===== config.mk =====
export PLATFORM = sky130hd
export DESIGN_NAME = tanh_sched
export DESIGN_NICKNAME = d
export VERILOG_FILES = /design/src/rtl/tanh_pkg.sv /design/src/rtl/tanh_sched_arbiter.sv /design/src/rtl/tanh_sched.sv
export SDC_FILE = /design/constraint.sdc
export NUM_CORES = 1
export LEC_CHECK = 0
export BUFFER_PORTS_ARGS = -buffer_cell sky130_fd_sc_hd__buf_2
export CORE_AREA = 4 4 129 94
export CTS_CLUSTER_DIAMETER = 150
export DETAILED_ROUTE_END_ITERATION = 8
export DIE_AREA = 0 0 133 98
export HOLD_SLACK_MARGIN = 0.02
export PLACE_DENSITY_LB_ADDON = 0.05
export SETUP_SLACK_MARGIN = 0.15
export SKIP_CTS_REPAIR_TIMING = 1
export SYNTH_ARGS = -nofsm -noshare
export SYNTH_HDL_FRONTEND = slang
export SYNTH_SLANG_ARGS = --single-unit

===== constraint.sdc =====
create_clock -name clk -period 3.8 [get_ports clk]
set_input_delay 0 -clock clk [delete_from_list [all_inputs] [get_ports clk]]
set_output_delay 0 -clock clk [all_outputs]
set_load 0.02 [all_outputs]

===== src/rtl/tanh_pkg.sv =====
// Shared types and constants for the tanh scheduler: Q5.26 constants, FSM states
// and the parameter range check used at elaboration.
package tanh_pkg;

  localparam logic [31:0] Q_ONE = 32'h0400_0000;
  localparam logic [31:0] Q_SAT = 32'h0533_3333;

  localparam int N_REQ_MIN = 2;
  localparam int N_REQ_MAX = 8;

  typedef enum logic [2:0] {
    IDLE  = 3'd0,
    ISSUE = 3'd1,
    WAIT  = 3'd2,
    RESP  = 3'd3,
    ABORT = 3'd4
  } state_t;

  // Watchdog is 6 bits wide, so TIMEOUT must fit in it.
  function automatic logic params_ok(input int n_req, input int timeout);
    return (n_req >= N_REQ_MIN) && (n_req <= N_REQ_MAX) &&
           (timeout >= 16) && (timeout <= 63);
  endfunction

endpackage


===== src/rtl/tanh_sched_arbiter.sv =====
// Combinational round-robin arbiter: first request at or after ptr wins, wrapping.
module rr_arbiter #(
  parameter int N  = 4,
  parameter int PW = $clog2(N)
) (
  input  logic [N-1:0]  req,
  input  logic [PW-1:0] ptr,
  output logic [N-1:0]  grant,
  output logic [PW-1:0] gnt_idx,
  output logic [PW-1:0] next_ptr,
  output logic          any
);

  logic [PW-1:0] idx_s;

  // Scan from the pointer and keep the first hit.
  always_comb begin
    grant    = '0;
    gnt_idx  = '0;
    next_ptr = '0;
    any      = 1'b0;
    idx_s    = '0;
    for (int k = 0; k < N; k++) begin
      idx_s = PW'((int'(ptr) + k) % N);
      if (!any && req[idx_s]) begin
        any          = 1'b1;
        grant[idx_s] = 1'b1;
        gnt_idx      = idx_s;
        next_ptr     = PW'((int'(idx_s) + 1) % N);
      end else begin
        any = any;
      end
    end
  end

endmodule


===== src/rtl/tanh_sched.sv =====
// Round-robin scheduler sharing one tanhz unit between N_REQ requesters, with
// a watchdog that aborts the unit through locked when it stalls.
module tanh_sched
  import tanh_pkg::*;
#(
  parameter int N_REQ   = 4,
  parameter int TIMEOUT = 32
) (
  input  logic               clk,
  input  logic               rst,
  input  logic [N_REQ-1:0]   req_valid,
  input  logic [N_REQ*32-1:0] req_data,
  output logic [N_REQ-1:0]   req_ready,
  output logic [N_REQ-1:0]   resp_valid,
  output logic [31:0]        resp_data,
  output logic               resp_err,
  output logic [31:0]        oz,
  output logic               wa,
  output logic               locked,
  output logic               require,
  output logic               comp,
  input  logic [31:0]        tanh,
  input  logic               en
);

  localparam int IW = $clog2(N_REQ);
  localparam logic [5:0] TO_V = 6'(TIMEOUT);

  if (!params_ok(N_REQ, TIMEOUT)) begin : g_param_err
    $error("tanh_sched: N_REQ must be 2..8 and TIMEOUT 16..63");
  end

  state_t            state_r;
  logic [IW-1:0]     ptr_r;
  logic [IW-1:0]     id_r;
  logic [5:0]        wd_r;
  logic              en_q_r;
  logic [N_REQ-1:0]  grant_s;
  logic [IW-1:0]     gidx_s;
  logic [IW-1:0]     nptr_s;
  logic              any_s;
  logic [31:0]       slice_s;
  logic [N_REQ-1:0]  id_oh_s;
  logic [5:0]        wd_inc_s;

  rr_arbiter #(.N(N_REQ), .PW(IW)) u_arb (
    .req      (req_valid),
    .ptr      (ptr_r),
    .grant    (grant_s),
    .gnt_idx  (gidx_s),
    .next_ptr (nptr_s),
    .any      (any_s)
  );

  // Operand of the granted requester (grant is one-hot, so OR-merge is exact).
  always_comb begin
    slice_s = 32'd0;
    for (int i = 0; i < N_REQ; i++) begin
      slice_s = slice_s | ({32{grant_s[i]}} & req_data[i*32 +: 32]);
    end
  end

  assign id_oh_s  = {{(N_REQ-1){1'b0}}, 1'b1} << id_r;
  assign wd_inc_s = (wd_r == 6'h3F) ? wd_r : wd_r + 6'd1;

  // Transaction FSM; every output is registered and pulses default low.
  always_ff @(posedge clk or posedge rst) begin
    if (rst) begin
      state_r    <= IDLE;
      ptr_r      <= '0;
      id_r       <= '0;
      wd_r       <= 6'd0;
      en_q_r     <= 1'b0;
      req_ready  <= '0;
      resp_valid <= '0;
      resp_data  <= 32'd0;
      resp_err   <= 1'b0;
      oz         <= 32'd0;
      wa         <= 1'b1;
      locked     <= 1'b1;
      require    <= 1'b0;
      comp       <= 1'b0;
    end else begin
      req_ready  <= '0;
      resp_valid <= '0;
      resp_err   <= 1'b0;
      comp       <= 1'b0;
      case (state_r)
        IDLE: begin
          locked  <= 1'b0;
          wa      <= 1'b1;
          require <= 1'b0;
          if (any_s) begin
            req_ready <= grant_s;
            oz        <= slice_s;
            id_r      <= gidx_s;
            ptr_r     <= nptr_s;
            wd_r      <= 6'd0;
            en_q_r    <= 1'b0;
            state_r   <= ISSUE;
          end
        end
        ISSUE: begin
          wa      <= 1'b0;
          require <= 1'b1;
          wd_r    <= wd_inc_s;
          state_r <= WAIT;
        end
        WAIT: begin
          wa      <= 1'b1;
          require <= 1'b1;
          en_q_r  <= en;
          wd_r    <= wd_inc_s;
          // en may lead the settled sign by a cycle: require it on two consecutive cycles.
          if (en && en_q_r) begin
            resp_data <= tanh;
            state_r   <= RESP;
          end else if (wd_r == TO_V) begin
            state_r <= ABORT;
          end
        end
        RESP: begin
          resp_valid <= id_oh_s;
          comp       <= 1'b1;
          require    <= 1'b0;
          state_r    <= IDLE;
        end
        ABORT: begin
          locked     <= 1'b1;
          resp_valid <= id_oh_s;
          resp_err   <= 1'b1;
          resp_data  <= 32'd0;
          require    <= 1'b0;
          state_r    <= IDLE;
        end
        default: begin
          locked  <= 1'b1;
          wa      <= 1'b1;
          require <= 1'b0;
          state_r <= IDLE;
        end
      endcase
    end
  end

endmodule

==> impl_results.md <==
* Total CTS buffers at 9
* DP Worst Slack at 0.256 ns
* Mapped Cells at 564
* Critical Path AT at 3.68 ns
* Die W at between 100 and 150 um
* Vias in the first global route at around 5200
* Area after DPL at 6370 um^2
* Port-buffer cells at 243
* Vias post-DR at 5755
* Setup CP Type: reg -> reg
* Min-delay worst type: in -> reg
* Fin. Hold Viols at 4
* Unrepaired setup endpoints after global routing: no
* Status: complete, but fails checks
* Final wirelength at 18100 um
* Mean Syn Cell Area at 8.94 um^2
* Warnings from Yosys at 0
* Power per Cell Area at 826 nW/um^2
* Fin crit period at 3.43 ns
* Post-synth EDFFs at 0
* Core ar. at 10900 um^2
* Final setup vio count at 0
* Number of routed nets with antenna violations at 0
* Reg clk slew, reported paths at 0.07 ns
* Max Clk Rate at about 0.3 GHz
* Initial DRC Count at 573
* TritonCTS clock tree: yes
* Max cap viols at 0
* Num ports at 244
* Failing checks: hold timing
* RD Place Congestion at around 0.9
* CTS Sinks at just over 90
* Ys async rst share at 1.00
* Fill cells at ~900
* Clock Tree Buf Depth at 2
* H-tree depth at 3
* Share of layout cells above drive strength 1 at 0.331
* Leakage at 3.58 nW
* Startpoint Class: flop
* First-pass GRT wire length at 27000 um
* Sequential share of the synthesized area at 0.452
* Max transition margin at 0.355
* Die Area at 13000 um^2
* Netlist cell types at 45
* Net Count, Synth at 738
* # nets final at 1048
* FP Rows at 32
* Die Height at 98 um
* Synthesized area at 5040 um^2
* Hold WS at -0.0128 ns
* GR Overflow Total at 0
* Final Worst Setup Slack at about 0.37 ns
* Initial Utilization at 0.465
* Pins Over Slew Limit at 0
* Routed vias/inst at 5.57
* Dpl cells at 927
* Layout overhead on the synthesized area at 49.8%
* GRT Util Overall at 0.252
* Final Cycle Share at 0.903
* Number of remaining DRC errors at 0
* Synth Flop Type: dfrtp_1
* Root buffer cell: clkbuf_16
* Clock Skews at 0.00999 ns
* Drt first pass iters at 6
* CP endpoint kind: flop
* Largest net degree at the start of global routing at 67
* Clk_lat worst skew at 0.34 ns
* Initial antenna violation count at 1
* Fin area at 7550 um^2
* Setup TNS at 0 ns
* CP Max Fanout at 25
* Finished Layout Cells at 1033
* Slew @ Worst Pin at 0.968 ns
* Req. time, crit path at slightly above 4 ns
* Final Util at 0.696
* Maximum vdd drop at just under 0.4 mV
* Dpl hpwl at 12200 um
* FF+latch count, synth at 91
* WL per Instance at 17.5 um
[metrics by stage]
stage | hold WS [ns] | total power, mW
floorplan | 0.117 | 4.18
global placement | 0.167 | 5.16
detailed placement | 0.169 | 5.27
CTS | -0.198 | 6.14
global route | 0.0201 | 6.70
finish | -0.0128 | 6.24
[cells by family after synthesis]
family | count (synthesis) | share of synthesized area
XOR/XNOR | 6 | 0.0104
AND/OR/NAND/NOR | 207 | 0.174
AO/OA/AOI/OAI | 186 | 0.263
buffers and inverters | 51 | 0.0412
adder cells (fa/ha/maj) | 7 | 0.0174
flip-flops | 91 | 0.452
multiplexers | 16 | 0.0424
[critical path, cell delays in order (launching register included)]
cell and delay [ns]:
dfrtp_2 0.51, inv_1 0.14, ha_1 0.51, mux4_2 0.64, nor4b_4 0.40, and2_1 0.18
buf_4 0.17, o21bai_4 0.33, a22oi_1 0.19, a31oi_1 0.25
[metal layers]
layer	track usage	wire length [um]	up-vias
met2	0.404	8700	281
met4	0.0599	419	0
met5	0	0	-
met1	0.347	7570	2735
li1	-	-	2688
met3	0.0618	1410	51
[state kept, by name, indices dropped and copies added, names as in the netlist]
signal and flops:
comp 1, req_ready 4, require 1, wd_r 6, ptr_r 2, id_r 2, wa 1, resp_err 1
en_q_r 1, locked 1, resp_data 32, resp_valid 4, state_r 3, oz 32
[worst paths after layout]
| check | end | slack (ns) | cells after the start | startpoint |
|---|---|---|---|---|
| min | oz[26]$_DFFE_PP0P_ | -0.01 | 3 | req_data[122] |
| min in group asynchronous | req_ready[2]$_DFF_PP0_ | 0.32 | 3 | rst |
| max in group asynchronous | wa$_DFFE_PP1N_ | 2.50 | 4 | rst |
| min reg2reg | locked$_DFFE_PP1N_ | 0.49 | 2 | locked$_DFFE_PP1N_ |
| max reg2reg | oz[13]$_DFFE_PP0P_ | 0.37 | 9 | ptr_r[1]$_DFFE_PP0P_ |
| max | oz[13]$_DFFE_PP0P_ | 0.37 | 9 | ptr_r[1]$_DFFE_PP0P_ |
[Yosys cell counts, types with 6 or more instances]
library cell  number  area share
ha_1               7       0.017
o22ai_1            7      0.0087
a22oi_1           31       0.046
nand2_1          119       0.089
nor2_1            58       0.043
o21ai_0           37       0.037
inv_1              6      0.0045
mux2i_1            9       0.018
a22o_1            23       0.040
dfrtp_1           89        0.44
o21ai_1            7      0.0069
a221oi_1          31       0.054
and2_1             6      0.0074
clkbuf_1          38       0.028
a31oi_1           31       0.038
[layout make-up]
class                   instances  area (um^2)  area share
repair buffers                344         2200       0.291
flip-flops and latches         91         2280       0.302
diodes                          1         2.50    0.000331
clock inverters                 6         52.6     0.00696
multi-input cells             422         2570       0.341
well taps                     153          191      0.0253
inverters                       6         25.0     0.00331
clock buffers                  10          229      0.0303
[power breakdown]
part	leakage (nW)	total (mW)	switching, mW	internal [mW]
logic	2.32	3.79	2.40	1.39
clock network	0.132	0.859	0.403	0.456
registers	1.13	1.59	0.232	1.36
[layout by cell type, fill, tap and decap left out, types with 3 or more instances in the layout]
| master | n |
|---|---|
| nor2_1 | 57 |
| clkbuf_16 | 9 |
| nand2b_1 | 5 |
| nand2_1 | 119 |
| xor2_1 | 4 |
| o22ai_1 | 7 |
| ha_1 | 7 |
| dlygate4sd3_1 | 89 |
| mux2i_1 | 7 |
| a221oi_1 | 31 |
| a21oi_1 | 5 |
| a22o_1 | 23 |
| a31oi_1 | 31 |
| o21ai_1 | 6 |
| and2_1 | 6 |
| a22oi_1 | 31 |
| mux2_2 | 3 |
| a211oi_1 | 5 |
| buf_2 | 243 |
| inv_6 | 3 |
| mux4_2 | 4 |
| nand4_1 | 3 |
| nor3b_1 | 3 |
| dfrtp_1 | 88 |
| inv_1 | 5 |
| buf_4 | 12 |
| o21ai_0 | 37 |
Power figures use the tool's default switching activity.
